===== src/rtl/param_sync_fifo.sv =====
// rtl/param_sync_fifo.sv - parametrised synchronous FIFO with occupancy count, threshold flags and sticky errors
// Supports registered-read (FWFT=0) or first-word-fall-through (FWFT=1) output.
module param_sync_fifo #(
  parameter int DATA_WIDTH    = 32,
  parameter int DEPTH         = 32,
  parameter int FWFT          = 0,
  parameter int AFULL_THRESH  = DEPTH - 4,
  parameter int AEMPTY_THRESH = 4
) (
  input  logic                     clk,
  input  logic                     rst_n,
  input  logic                     write_en,
  input  logic [DATA_WIDTH-1:0]    data_in,
  input  logic                     read_en,
  output logic [DATA_WIDTH-1:0]    data_out,
  output logic                     data_valid,
  output logic                     full,
  output logic                     empty,
  output logic                     almost_full,
  output logic                     almost_empty,
  output logic [$clog2(DEPTH):0]   count,
  output logic                     overflow,
  output logic                     underflow
);

  localparam int AW = $clog2(DEPTH);
  localparam int CW = AW + 1;

  if (DATA_WIDTH < 1) begin : g_bad_width
    $error("param_sync_fifo: DATA_WIDTH must be >= 1");
  end
  if (DEPTH < 2 || (DEPTH & (DEPTH - 1)) != 0) begin : g_bad_depth
    $error("param_sync_fifo: DEPTH must be a power of two >= 2");
  end
  if (AFULL_THRESH < 1 || AFULL_THRESH > DEPTH) begin : g_bad_afull
    $error("param_sync_fifo: AFULL_THRESH out of range");
  end
  if (AEMPTY_THRESH < 0 || AEMPTY_THRESH > DEPTH - 1) begin : g_bad_aempty
    $error("param_sync_fifo: AEMPTY_THRESH out of range");
  end

  logic [DATA_WIDTH-1:0] mem [DEPTH];
  logic [AW-1:0]         wr_ptr;
  logic [AW-1:0]         rd_ptr;
  logic [CW-1:0]         count_q;
  logic                  rd_acc;
  logic                  wr_acc;

  assign empty        = (count_q == '0);
  assign full         = (count_q == CW'(DEPTH));
  assign almost_full  = (count_q >= CW'(AFULL_THRESH));
  assign almost_empty = (count_q <= CW'(AEMPTY_THRESH));
  assign count        = count_q;

  // A full FIFO can still take a write when a pop frees a slot in the same cycle.
  assign rd_acc = read_en && !empty;
  assign wr_acc = write_en && (!full || rd_acc);

  always_ff @(posedge clk) begin
    if (rst_n) begin
      wr_ptr    <= '0;
      rd_ptr    <= '0;
      count_q   <= '0;
      overflow  <= 1'b0;
      underflow <= 1'b0;
    end else begin
      if (wr_acc) wr_ptr <= wr_ptr + AW'(1);
      if (rd_acc) rd_ptr <= rd_ptr + AW'(1);
      count_q   <= count_q + CW'(wr_acc) - CW'(rd_acc);
      overflow  <= overflow  | (write_en && !wr_acc);
      underflow <= underflow | (read_en  && !rd_acc);
    end
  end

  always_ff @(posedge clk) begin
    if (!rst_n && wr_acc) mem[wr_ptr] <= data_in;
  end

  if (FWFT != 0) begin : g_fwft
    assign data_out   = mem[rd_ptr];
    assign data_valid = !empty;
  end else begin : g_std
    logic [DATA_WIDTH-1:0] dout_q;
    logic                  valid_q;

    always_ff @(posedge clk) begin
      if (rst_n) begin
        dout_q  <= '0;
        valid_q <= 1'b0;
      end else begin
        valid_q <= rd_acc;
        if (rd_acc) dout_q <= mem[rd_ptr];
      end
    end

    assign data_out   = dout_q;
    assign data_valid = valid_q;
  end

endmodule


===== config.mk =====
export PLATFORM = sky130hd
export DESIGN_NAME = param_sync_fifo
export DESIGN_NICKNAME = d
export VERILOG_FILES = /design/src/rtl/param_sync_fifo.sv
export SDC_FILE = /design/constraint.sdc
export NUM_CORES = 1
export LEC_CHECK = 0
export ABC_AREA = 1
export ABC_CLOCK_PERIOD_IN_PS = 9600
export CAP_MARGIN = 0
export CELL_PAD_IN_SITES_DETAIL_PLACEMENT = 1
export CELL_PAD_IN_SITES_GLOBAL_PLACEMENT = 1
export CORE_ASPECT_RATIO = 1.75
export CORE_UTILIZATION = 49
export CTS_BUF_LIST = sky130_fd_sc_hd__clkbuf_8
export CTS_CLUSTER_SIZE = 25
export DETAILED_ROUTE_END_ITERATION = 10
export PLACE_DENSITY_LB_ADDON = 0.1
export SLEW_MARGIN = 10
export SYNTH_ARGS = -nofsm -noshare
export SYNTH_HDL_FRONTEND = slang
export SYNTH_SLANG_ARGS = --single-unit

===== constraint.sdc =====
create_clock -name clk -period 9.6 [get_ports clk]
set_input_delay 1.44 -clock clk [delete_from_list [all_inputs] [get_ports clk]]
set_output_delay 1.44 -clock clk [all_outputs]
set_load 0.1 [all_outputs]

Yosys cells after proc, flatten, opt, wreduce, memory -nomap -nowiden
Memories as Yosys holds them, arrays and structs flattened. A register that Yosys moved wholly into a read port is not among the register bits.
Cells that the tools add are included.

storage, ports and cells
  memory bits (writable) = 1024
  bits in registers = 19
  input bits = 36
  output and inout port bits = 45
  logic and storage cells = 30
  memories = 1

cells by class
  order comparisons = 2
  add/sub/neg operators = 4
  muxes and demuxes = 2
  bitwise operators = 2
  reduce and logical (&&, ||, !) cells = 12
  eq/ne operators = 1

memory list
  memory  depth  bits a word  read ports  clocked after Yosys merged registers in  wr ports  RTL line  RTL
  mem     32     32           1           1                                        1         42        logic [DATA_WIDTH-1:0] mem [DEPTH];

operators with widths
  kind                 count
  $add 5x1->5 const B  2
  $add 6x1->6          1
  $eq 6x6->1 const B   1
  $ge 6x5->1 const B   1
  $le 6x3->1 const B   1
  $logic_not 6->1      1
  $sub 6x1->6          1
  $logic_and 1x1->1    5
  $logic_not 1->1      5
  $mux 1               2
  $or 1x1->1           2
  $logic_or 1x1->1     1

Depth between registers and ports, before layout
  word-level depth = 8
  mapped depth = 16
  mapped depth without buffers = 16

Worst setup path before layout
Ideal clock, no wire load.

  path kind = flip-flop to flip-flop
  from = reg count_q[4] (netlist: count[4])
  to = mem mem[0][0], enable pin
  clock period less this slack = 4509 ps
  data required time = 9179 ps
  arrival = 4088 ps
  cell stages (with the launch flop) = 9
  buffers on the path = 0
  library setup time = 421 ps
  slack = 5091 ps
  path through = dfxtp_1 inv_1 ha_1 and3_1 nand2_1 nand2_1 nor2_1 nand2_1 nor2_1

between the ends
  elaborated cells between the ends (all ways) = 10
  those cells by class = eq/ne (1); mux (2); reduce/logical (7)

RTL lines
  element                       RTL line  RTL
  start, declared               45        logic [CW-1:0] count_q;
  start signal, assigned        69        count_q <= count_q + CW'(wr_acc) - CW'(rd_acc);
  $eq 6x6->1                    50        assign full = (count_q == CW'(DEPTH));
  via full                      17        output logic full,
  $logic_not 1->1               57        assign wr_acc = write_en && (!full || rd_acc);
  $logic_or 1x1->1              57
  $logic_and 1x1->1             57
  $logic_and 1x1->1             76        if (!rst_n && wr_acc) mem[wr_ptr] <= data_in;
  $mux 1                        76
  $mux 1 (implied by the code)  76
  end, declared                 42

The timed path passes the listed nets, and every way through them passes these cells.

Worst setup path after layout
  from = reg count_q[4] (netlist: count[4])
  to = out empty

between the ends
  longest elaborated chain between the ends = 1

ends and longest elaborated chain
  element          RTL line  RTL
  $logic_not 6->1  49        assign empty = (count_q == '0);
  end, declared    18        output logic empty,

No other way between the ends.

==> flow_results.org <==
** Clocking
- TritonCTS built the clock tree.
- Clock tree synthesis inserted a total of 155 buffers.
- In this run, post-CTS hold repair placed 0 buffers.
- Root Buffer :: clkbuf_8
- Worst-Skew Late Latency :: 0.85 ns
- After clock tree synthesis, the clock-pin slew on the worst setup and hold paths is 0.07 ns.
- Clock tree sinks :: 1075
- No sink is reached through more buffers than the 3 on the longest clock path.
- After clock tree synthesis, the repair step resized 0 gates.
- CTS HTree Levels :: 4
- Post-CTS timing repair inserted 0 buffers for setup.

** STA
- The number of max-slew violations in the final report was 0.
- Between clock sinks in the finished design, the worst skew comes to 0.0222 ns.
- Count of final hold-check violations :: 0
- For the pin with the worst max-slew slack, the measured transition is 1.24 ns.
- For the finished layout, the period the worst path requires is 4.34 ns.
- Summed over all failing endpoints, the final setup total negative slack is 0 ns.
- Setup violations remaining at the end of the flow were counted as 0.
- Setup repair after global routing left no endpoint under its margin.
- For this run, the top clock speed supported by timing is 230 MHz.
- Fraction of the cycle the final worst path needs :: 45.2%
- Relative slew slack :: 17.2%

** Drt
- The detail route stage leaves a number of antenna-violating nets equal to 0.
- Via count :: 30722
- Vias per inst :: 5.52
- Initial DRT Pass Iterations :: 5
- The detailed router finished its first iteration with 2271 violations.
- After detailed routing, the total wire length is 136000 um.
- DRC violations left :: 0
- Average wire length per cell after detail routing :: 24.5 um

** Worst setup path
- The largest individual stage delay along the critical path comes from the cell clkdlybuf4s50_1.
- Largest stage delay, worst path :: 1.13 ns
- Data on the critical path arrives at its endpoint at 2.90 ns.
- Most numerous cell on the critical path :: inv_1
- Critical Path End Type :: primary output
- The setup path with the least slack is of type register to primary output.
- In this run the worst setup path begins at count[4].
- CP Buf/Inv Count :: 3
- Data on the critical path is required at its endpoint by 8.16 ns.
- Worst path top cell family by delay :: buffers and inverters
- In this run the critical register-to-register path is launched from count[2].
- STA classifies the critical path startpoint as a register.
- Traced cell by cell, the critical path runs through inv_1 -> ha_1 -> nand4_1 -> inv_1 -> clkdlybuf4s50_1.
- Along the worst path, the maximum fanout reaches 4.
- Setup slack, reg-to-reg :: 5.53 ns

** Global routing
- Tot GR Track Use :: 29.9%
- Number of global-route vias before repair :: 32204
- Number of antenna violations at the first check in global routing :: 4
- Global-route wire length before repair :: 202000 um
- Entering global routing, the biggest net connects 226 pins.
- For this run the aggregate overflow at the end of global routing stands at 0.

** Floorplanning
- Number of placed I/O pins :: 81
- Number of rows created at floorplan :: 146
- The floorplan step set the die width to 231 um.
- Die Outline Area :: 0.0929 sq mm
- The floorplan step set the die height to 402 um.
- Once the floorplan was initialized, standard cells occupied 49.5% of the core.
- The core region is 0.0906 sq mm.

** Synth
- In this run, synthesis inferred 1024 flip-flops with an integrated enable.
- Flip-flop and latch count after synthesis :: 1075
- After synthesis, the share of flip-flops with an asynchronous set or reset is 0%.
- Synthesis produced a netlist with a net count of 4238.
- In the synthesized netlist the dominant register cell turns out to be edfxtp_1.
- Syn Std Cell Area :: 0.0449 sq mm
- Distinct cell type count after synthesis :: 24
- Of the synthesized area, sequential elements account for 70.8%.
- Average instance area after synthesis :: 10.7 sq um
- Syn. warnings :: 0
- The cell count after synthesis came out at 4185.

** Placed design
- The count of buffers added on input and output ports is 80.
- Including well taps, the total number of placed cells is 5276.
- The wire-length estimate of the detail-placed layout is 81500 um.
- At the end of routability-driven placement, the weighted congestion stood at 0.822.

** Pwr
- Worst VDD drop :: 0.000221 V
- Power Dens Cells :: 229 mW/mm^2
- Lkg Pwr :: 19.5 nW

** Layout
- Fraction of final layout cells with drive strength greater than 1 :: 7.42%
- Relative to the synthesized area, the layout overhead comes to 10.4%.
- Most frequent cells in the layout :: nand2_1 (1404), edfxtp_1 (1024), nand3_1 (618)
- Leaving out fill and tap cells, the most frequent cell in the layout is nand2_1.
- Count of non-filler cells in the finished layout :: 5564
- After filler insertion, the fill cell instance count of the layout stands at 9728.
- For this run, the post-layout net count is 4303.

** Worst hold path
- In this run the most critical hold path is launched from underflow.
- Class of the worst hold path :: register to register

** Outcome
- Result of the run :: finished, final reports clean

** Run
- The tool flagged a number of max-cap violations equal to 0.
## registers in the layout, summed over array words and instances, names as in the netlist
register	flops
mem	1024
data_out	32
count	6
rd_ptr	5
wr_ptr	5
data_valid	1
overflow	1
underflow	1
## per-stage QoR
step | setup WS (ns) | cell area, sq um | hold slack, ns | util, % | power [W]
finish | 5.26 | 49500 | 0.472 | 54.7 | 0.0113
global placement | 4.50 | 46600 | 0.444 | 51.4 | 0.00792
floorplan | 5.09 | 44900 | 0.502 | - | 0.00712
CTS | 5.18 | 49500 | 0.470 | 54.6 | 0.0114
global route | 5.13 | 49500 | 0.489 | 54.7 | 0.0118
detailed placement | 4.45 | 46600 | 0.454 | 51.4 | 0.00796
## power breakdown
group	internal [W]	total [W]	switching, W
registers	0.00521	0.00532	0.000103
clock network	0.00170	0.00346	0.00176
logic	0.000586	0.00254	0.00195
total	0.00750	0.0113	0.00382
## cells by family after synthesis
logic type               after synthesis  share of synthesized area (%)
buffers and inverters                670                           6.26
adder cells (fa/ha/maj)               17                          0.491
XOR/XNOR                               2                         0.0390
AND/OR/NAND/NOR                     2266                           20.7
flip-flops                          1075                           70.8
AO/OA/AOI/OAI                        155                           1.73
## worst min-delay path, cell delays in order, from the launching register on
cell,delay (ns)
dfxtp_1,0.32
inv_1,0.05
a21oi_1,0.06
## metal layers
metal / global-route usage (%) / vias up / wire length, um / part of all wire, %
li1: - / 13986 / - / -
met1: 36.4 / 15562 / 53300 / 39
met2: 52.1 / 888 / 69800 / 51
met3: 4.95 / 284 / 7100 / 5.2
met4: 12.6 / 2 / 5820 / 4.3
met5: 0 / - / 13 / 0.0096
## area by class of cell
class                           count  area (sq um)  area share (%)
Tap cell                         1184          1480            2.99
Inverter                          447          1710            3.45
Timing Repair Buffer              131          1100            2.22
Antenna cell                        1          2.50         0.00505
Sequential cell                  1075         31800            64.2
Multi-Input combinational cell   2440         10600            21.3
Clock inverter                    114           536            1.08
Clock buffer                      172          2370            4.78
## path summary, 6_finish.rpt
kind,to,cells after the start
worst max register to register,mem[8][14],11
worst min-delay path,underflow,2
worst max-delay path,empty,5
worst min register to register,underflow,2
## cell usage after synthesis (2+ instances only)
master / n / area [sq um]
nand2_1: 1406 / 5280
edfxtp_1: 1024 / 30700
nand3_1: 618 / 3090
inv_1: 443 / 1660
nor2_1: 239 / 897
a21oi_1: 110 / 551
buf_2: 103 / 515
clkbuf_1: 75 / 282
dfxtp_1: 51 / 1020
o21ai_0: 44 / 220
buf_1: 21 / 78.8
buf_6: 17 / 191
ha_1: 16 / 200
buf_4: 6 / 45.0
inv_2: 2 / 7.51
xor2_1: 2 / 17.5
Power figures use the tool's default switching activity.
